File: config.mk
export PLATFORM = sky130hd
export DESIGN_NAME = rr_mux_arbiter_4
export DESIGN_NICKNAME = d
export VERILOG_FILES = /design/src/rtl/rr_mux_arbiter_4.sv
export SDC_FILE = /design/constraint.sdc
export NUM_CORES = 1
export LEC_CHECK = 0
export BUFFER_PORTS_ARGS = -buffer_cell sky130_fd_sc_hd__buf_2
export CORE_MARGIN = 10
export CORE_UTILIZATION = 38
export DETAILED_ROUTE_END_ITERATION = 10
export GPL_TIMING_DRIVEN = 0
export PLACE_DENSITY = 0.76
export RECOVER_POWER = 50
export SLEW_MARGIN = 20
export SYNTH_ARGS = -nofsm -noshare
export SYNTH_HDL_FRONTEND = slang
export SYNTH_SLANG_ARGS = --single-unit
File: constraint.sdc
create_clock -name clk -period 1.63 [get_ports clk]
set_input_delay 0.2445 -clock clk [delete_from_list [all_inputs] [get_ports clk]]
set_output_delay 0.2445 -clock clk [all_outputs]
set_load 0.005 [all_outputs]
File: src/rtl/rr_mux_arbiter_4.sv
// Round-robin arbiter driving a shared 4:1 mux into one registered valid/ready output.
// Optional per-requester grant counters are enabled with RR_MUX_ARB_STATS_EN.
module rr_mux_arbiter_4 #(
    parameter int unsigned WIDTH = 4
) (
    input  logic                 clk,
    input  logic                 rst_n,
    input  logic [3:0]           in_valid,
    input  logic [4*WIDTH-1:0]   in_data,
    output logic [3:0]           in_ready,
    output logic                 out_valid,
    input  logic                 out_ready,
    output logic [WIDTH-1:0]     out_data,
    output logic [1:0]           out_sel
`ifdef RR_MUX_ARB_STATS_EN
    ,
    input  logic                 stats_clr,
    output logic [4*8-1:0]       grant_cnt
`endif
);

    localparam int unsigned N_REQ = 4;
    localparam int unsigned CNT_W = 8;

    logic [1:0] ptr;
    logic [1:0] gnt_idx;
    logic [1:0] cand;
    logic       found;
    logic       gnt_any;
    logic       can_load;
    logic       xfer;

    assign can_load = ~out_valid | out_ready;
    assign gnt_any  = |in_valid;
    assign xfer     = gnt_any & can_load;

    // Unrolled scan starting at ptr, wrapping 3 -> 0; first valid requester wins.
    always_comb begin
        gnt_idx = ptr;
        cand    = ptr;
        found   = 1'b0;
        for (int k = 0; k < N_REQ; k++) begin
            cand = ptr + 2'(k);
            if (!found && in_valid[cand]) begin
                gnt_idx = cand;
                found   = 1'b1;
            end
        end
    end

    // Accept strobe is held low while reset is asserted.
    always_comb begin
        in_ready = '0;
        if (rst_n && xfer) begin
            in_ready[gnt_idx] = 1'b1;
        end
    end

    always_ff @(posedge clk or negedge rst_n) begin
        if (!rst_n) begin
            out_valid <= 1'b0;
            out_data  <= '0;
            out_sel   <= '0;
            ptr       <= '0;
        end else if (xfer) begin
            out_valid <= 1'b1;
            out_data  <= in_data[32'(gnt_idx)*WIDTH +: WIDTH];
            out_sel   <= gnt_idx;
            ptr       <= gnt_idx + 2'd1;
        end else if (out_ready) begin
            out_valid <= 1'b0;
        end
    end

`ifdef RR_MUX_ARB_STATS_EN
    // Saturating per-requester transfer counters; a clear beats a coincident transfer.
    always_ff @(posedge clk or negedge rst_n) begin
        if (!rst_n) begin
            grant_cnt <= '0;
        end else begin
            for (int i = 0; i < N_REQ; i++) begin
                if (stats_clr) begin
                    grant_cnt[i*CNT_W +: CNT_W] <= '0;
                end else if (xfer && (gnt_idx == 2'(i)) &&
                             (grant_cnt[i*CNT_W +: CNT_W] != {CNT_W{1'b1}})) begin
                    grant_cnt[i*CNT_W +: CNT_W] <= grant_cnt[i*CNT_W +: CNT_W] + CNT_W'(1);
                end
            end
        end
    end
`else
    // Statistics disabled: no counter state.
`endif

endmodule

==> results.toml, run 1 <==
[yosys]
synth_top_family_by_area = "simple AND/OR/NAND/NOR gates"
synth.area.top_cells = "dfrtp_1, mux2i_1, nand2b_1"
ys_warn_count = 0
yosysTopAreaCell = "dfrtp_1"
muxShareOfSynthArea_pct = 6.324
async_flop_share_pct = 100.0
synth_edf_count = 0
synthSimpleGateAreaFrac_pct = 26.28
synth_nets = 92
synth_adder_area_share_pct = 0
synth_xor_area_share_pct = 1.383
synth-seq-cells = 9
synth_top_area_share_pct = 35.57
synth_area_sq_um = 633.1
synth_seq_area_share_pct = 35.57
yosysUniqueCellTypes = 26
dominantRegCellSynth = "dfrtp_1"
postSynthCellCount = 69
postSynthAreaPerCell_sq_um = 9.175
synth-compound-area-share_pct = 24.90

[timing]
setup_violations = 8
min_period_ns = 1.787
clock_skew_ns = 0.005729
rsz0062_at_grt = "yes"
max_freq_ghz = 0.5595
setup_tns_ns = -0.6948
finalCritPeriodShare_pct = 109.7
layout_setup_ws_ns = -0.1573
hold_viol = 0
slew_violations = 0
tightest_slew_ns = 0.5553
max_slew_margin_pct = 62.64

[placed_design]
place_inst = 118
hpwl_mm = 1.446
port_buffers = 33
gp_congestion = 0.7608

[clock_network]
clock_latency_ns = 0.26
root_buffer = "clkbuf_4"
cts.sinks = 9
cts_max_path_buffers = 2
numCtsBuffers = 3
htreeDepth = 1
cts.clk_slew.worst_paths_ns = 0.07
cts_tree = "built"

[global_routing]
grt_max_degree = 11
grt_first_pass_wirelength_mm = 3.270
first_global_vias = 758
antenna_found_initial = 0
grt.overflow.total = 0
track_usage_pct = 11.13

[routing]
wl_per_cell_um = 17.40
vias = 714
first_iter_violations = 17
dr.pass1.iters = 4
totalWireLength_mm = 2.262
drc = 0
drtAntennaViolNets = 0
vias_per_cell = 5.492

[worst_setup_path]
crit_required_ns = 1.39
worstPathArrival_ns = 1.54
crit_fanout = 6
endpoint_kind = "output pin"
start_kind = "register"
critical_path_class = "register to output pin"

[layout]
nets = 138
syn_to_final_growth_pct = 65.22
final_common_cell = "buf_2"
n_antenna_cell = 0
mostFrequentLayoutCells = "buf_2, buf_4, dfrtp_1, nand2_1, nand2b_1"
layoutNonFillerInstCount = 130
multi_input_area_sq_um = 493.0
regArea_sq_um = 226.5
drive_gt1_share_pct = 64.91
nFillCells = 124
fin_util_pct = 67.86

[floorplanning]
dieHeight_um = 60.82
num_rows = 14
die_x_um = 60.82
start_util_pct = 41.07
core_area_sq_um = 1541
pin_count = 34
die_area_sq_um = 3698

[pwr]
power.density_nw_per_um2 = 1312
p_leak_uw = 0.0004729
vdd_drop_max_v = 0.0006446

[status]
violations = "negative setup slack"
outcome = "complete, but fails checks"

[job]
drv_cap = 0

[min_path]
hp-class = "input port to register"
area by class of cell:
class / count / share of cell area, %
Clock buffer: 3 / 2.153
Buffer: 2 / 1.794
Tap cell: 16 / 1.914
Timing Repair Buffer: 43 / 24.16
Inverter: 2 / 0.7177
Sequential cell: 9 / 21.65
Clock inverter: 1 / 0.4785
Multi-Input combinational cell: 54 / 47.13
flip-flops by register name (all words and copies together), names as in the netlist:
name       count
out_sel        2
out_valid      1
ptr            2
out_data       4
power breakdown:
group          leakage [uW]  internal [uW]  switching [uW]
registers         0.0000994            308            72.4
logic              0.000356            429             390
clock network     0.0000177           90.5            81.7
what timing repair did:
| item | in CTS | in global routing |
|---|---|---|
| cloned | 0 | 0 |
| setup endpoints to repair | 9 | 9 |
| pin swaps | 4 | 8 |
| hold buffers | 1 | 0 |
| endpoints found under the hold margin | 9 | 0 |
| gates resized for setup | 17 | 18 |
| buffers inserted | 6 | 3 |
routing by layer:
metal,global-route usage [%],vias up,share of wire [%]
li1,-,350,-
met1,13.37,335,40
met2,17.61,29,49
met3,5.010,0,11
met4,2.821,0,0
met5,0,-,0
critical path: stages (launching register included):
cell and delay, ns:
dfrtp_2 0.48, inv_1 0.10, a21oi_2 0.06, o221ai_2 0.19
buf_6 0.15, nor3b_2 0.16, buf_2 0.14
cell usage after synthesis (all sizes together), types with 3 or more instances:
cell type  number
o21ai           4
o41ai           4
nor3            3
mux2i           4
a21oi           3
nor4            5
nand2b          6
a211oi          4
dfrtp           9
nor2b           4
nand2           8
buf             3
kinds of logic (layout without fill, tap and decap cells):
logic type	after synthesis	in the layout
simple gates	30	30
buf+inv	6	51
mux	4	4
flops	9	9
compound gates	19	19
xor+xnor	1	1
path summary, 6_finish.rpt:
kind | startpoint | to | slack [ns] | depth (start not counted)
max in group asynchronous | rst_n | ptr[1]$_DFFE_PN0P_ | 0.80 | 2
hold / removal | out_ready | out_valid$_DFFE_PN0P_ | 0.27 | 4
setup / recovery | ptr[1]$_DFFE_PN0P_ | in_ready[0] | -0.16 | 6
min in group asynchronous | rst_n | out_sel[1]$_DFFE_PN0P_ | 0.50 | 2
hold reg to reg | out_sel[1]$_DFFE_PN0P_ | out_sel[1]$_DFFE_PN0P_ | 0.48 | 2
setup reg to reg | ptr[0]$_DFFE_PN0P_ | out_data[1]$_DFFE_PN0P_ | -0.05 | 6
stage by stage:
stage | worst slack (ns) | cell area [sq um] | hold WS (ns) | total power, uW
final | -0.1573 | 1046 | 0.2655 | 1372
after global routing | -0.2422 | 1046 | 0.2971 | 1466
after CTS | -0.2335 | 987.2 | 0.2503 | 1261
after detailed placement | -0.2109 | 818.3 | 0.1159 | 903.5
after global placement | -0.1624 | 818.3 | 0.1110 | 888.2
after floorplan | 0.05084 | 633.1 | -0.05109 | 721.6
Note: power is estimated with default switching activity, not from simulation.
==> run 2: changes to the inputs <==
--- a/config.mk
+++ b/config.mk
@@ -6,7 +6,7 @@
 export NUM_CORES = 1
 export LEC_CHECK = 0
 export BUFFER_PORTS_ARGS = -buffer_cell sky130_fd_sc_hd__buf_2
-export CORE_MARGIN = 10
+export CORE_MARGIN = 1.5
 export CORE_UTILIZATION = 38
 export DETAILED_ROUTE_END_ITERATION = 10
 export GPL_TIMING_DRIVEN = 0
==> run 2 against run 1 <==
  * The run still ends with negative setup slack left
  * Die area is 48% lower
  * Clock power increased by 3%
  * Sequential cell count stayed put
  * Count of clock-buffer cells in the layout grew 1
  * Routed wire length is 10% lower
  * Global-route usage rose by 9.3 points
  * Combinational power grew 2%
  * Hold slack better by 0.016 ns
  * Sequential share of layout area down 0.15 points
  * Largest cell class unchanged
  * Highest routed layer is now met4
==> results.toml, run 2 (synthesis results as in run 1) <==
[timing]
max_slew_margin_pct = 61.59
setup_violations = 8
tightest_slew_ns = 0.5710
min_period_ns = 1.838
slew_violations = 0
setup_tns_ns = -1.134
max_freq_ghz = 0.5440
clock_skew_ns = 0.003845
layout_setup_ws_ns = -0.2081
rsz0062_at_grt = "yes"
hold_viol = 0
finalCritPeriodShare_pct = 112.8

[worst_setup_path]
crit_path_start = "ptr[1]$_DFFE_PN0P_"
path_cells = "nor3_4 -> a2111oi_4 -> nand2b_4 -> nor3b_2 -> buf_2"
crit_slowest_cell = "dfrtp_2"
worstReg2RegStart = "ptr[1]$_DFFE_PN0P_"
crit_fanout = 6
reg2reg_slack_ns = -0.14
endpoint_kind = "output pin"
worstReg2RegEnd = "out_data[2]$_DFFE_PN0P_"
setup.worst_path.end = "in_ready[0]"
critical_path_class = "register to output pin"
crit_required_ns = 1.39
slowest_delay_ns = 0.46
start_kind = "register"
worstPathArrival_ns = 1.59
reg2reg_depth = 6

[floorplanning]
dieHeight_um = 43.82
die_x_um = 43.82
core_area_sq_um = 1524
die_area_sq_um = 1920
num_rows = 14
pin_count = 34
start_util_pct = 41.54

[clock_network]
htreeDepth = 1
root_buffer = "clkbuf_4"
clock_latency_ns = 0.26
cts_tree = "built"
cts_max_path_buffers = 2
numCtsBuffers = 3
cts.sinks = 9
cts.clk_slew.worst_paths_ns = 0.07

[layout]
n_antenna_cell = 0
largest_reg_flops = 4
syn_to_final_growth_pct = 66.40
nets = 135
fin_util_pct = 69.13
multi_input_area_sq_um = 523.0
nFillCells = 121
top_regs = "out_data: 4 flops, out_sel: 2 flops, ptr: 2 flops"
regArea_sq_um = 226.5
layoutNonFillerInstCount = 127
top_register = "out_data"
mostFrequentLayoutCells = "buf_2, nand2_1, dfrtp_1, buf_4, nand2b_1"
drive_gt1_share_pct = 62.16
final_common_cell = "buf_2"
fin_area_sq_um = 1054

[global_routing]
track_usage_pct = 20.41
grt_first_pass_wirelength_mm = 2.904
grt.overflow.total = 0
first_global_vias = 697
grt_max_degree = 11
antenna_found_initial = 0

[placed_design]
place_ws_ns = -0.1922
gp_congestion = 0.7278
port_buffers = 33
place_inst = 118
dpl_cell_area_sq_um = 818.3
hpwl_mm = 1.195

[routing]
dr.pass1.iters = 4
totalWireLength_mm = 2.029
drtAntennaViolNets = 0
drc = 0
wl_per_cell_um = 15.98
vias_per_cell = 5.685
first_iter_violations = 6
vias = 722

[job]
drv_cap = 0

[min_path]
hp-class = "input port to register"

[pwr]
p_leak_uw = 0.0004636
power.density_nw_per_um2 = 1317
vdd_drop_max_v = 0.0007208

[status]
violations = "negative setup slack"
outcome = "complete, but fails checks"
[run 2: cell types whose count changed in the layout (fill, tap and decap cells not counted), sizes merged]
| cell | change |
|---|---|
| clkbuf | +1 |
| buf | -3 |
| clkinv | -1 |
[run 2: where the power goes]
| part | internal [uW] | leakage [uW] | switching (uW) |
|---|---|---|---|
| logic | 427 | 0.000349 | 405 |
| registers | 308 | 0.0000994 | 68.7 |
| clock network | 94.6 | 0.0000150 | 83.7 |
| total | 830 | 0.000464 | 557 |
[run 2: metal layers]
layer | track usage (%) | vias to the layer above | routed length (um)
met5 | 0 | - | 0
met4 | 10.91 | 0 | 70
met3 | 3.333 | 9 | 63
met2 | 32.06 | 23 | 1077
met1 | 26.68 | 346 | 818
li1 | - | 344 | -
[run 2: critical path: cells and delay by family (launching register included)]
kind | cells | cell delay (ns)
simple gates | 3 | 0.36
compound gates | 1 | 0.37
flops | 1 | 0.46
buf+inv | 1 | 0.14
[run 2: how the worst min path moves through the flow]
stage                start                 endpoint  slack (ns)  cells after the start
4_1_cts          out_ready    out_valid$_DFFE_PN0P_        0.25                      4
3_5_place_dp         rst_n  out_data[2]$_DFFE_PN0P_        0.11                      1
3_3_place_gp         rst_n  out_data[1]$_DFFE_PN0P_        0.11                      1
6_report       in_data[13]  out_data[1]$_DFFE_PN0P_        0.28                      3
5_1_grt        in_data[13]  out_data[1]$_DFFE_PN0P_        0.29                      3
2_1_floorplan        rst_n  out_data[0]$_DFFE_PN0P_       -0.05                      0
[run 2: what timing repair did]
item	in CTS	in global routing
setup endpoints to repair	8	9
resized for setup	14	21
hold endpoints to repair	9	0
pin swaps	2	8
hold buffers	1	0
setup buffers	6	0
[run 2: cell type report]
cell class                      instances  area share [%]
Multi-Input combinational cell         54           49.64
Timing Repair Buffer                   40           21.97
Sequential cell                         9           21.50
Clock buffer                            4           2.494
Tap cell                               16           1.900
Buffer                                  2           1.781
Inverter                                2          0.7126
[run 2: stage by stage]
step                total power [uW]  hold WS [ns]
global placement               882.5        0.1124
finish                          1387        0.2819
detailed placement             898.0        0.1133
floorplan                      721.6      -0.05109
global route                    1476        0.2927
CTS                             1245        0.2523
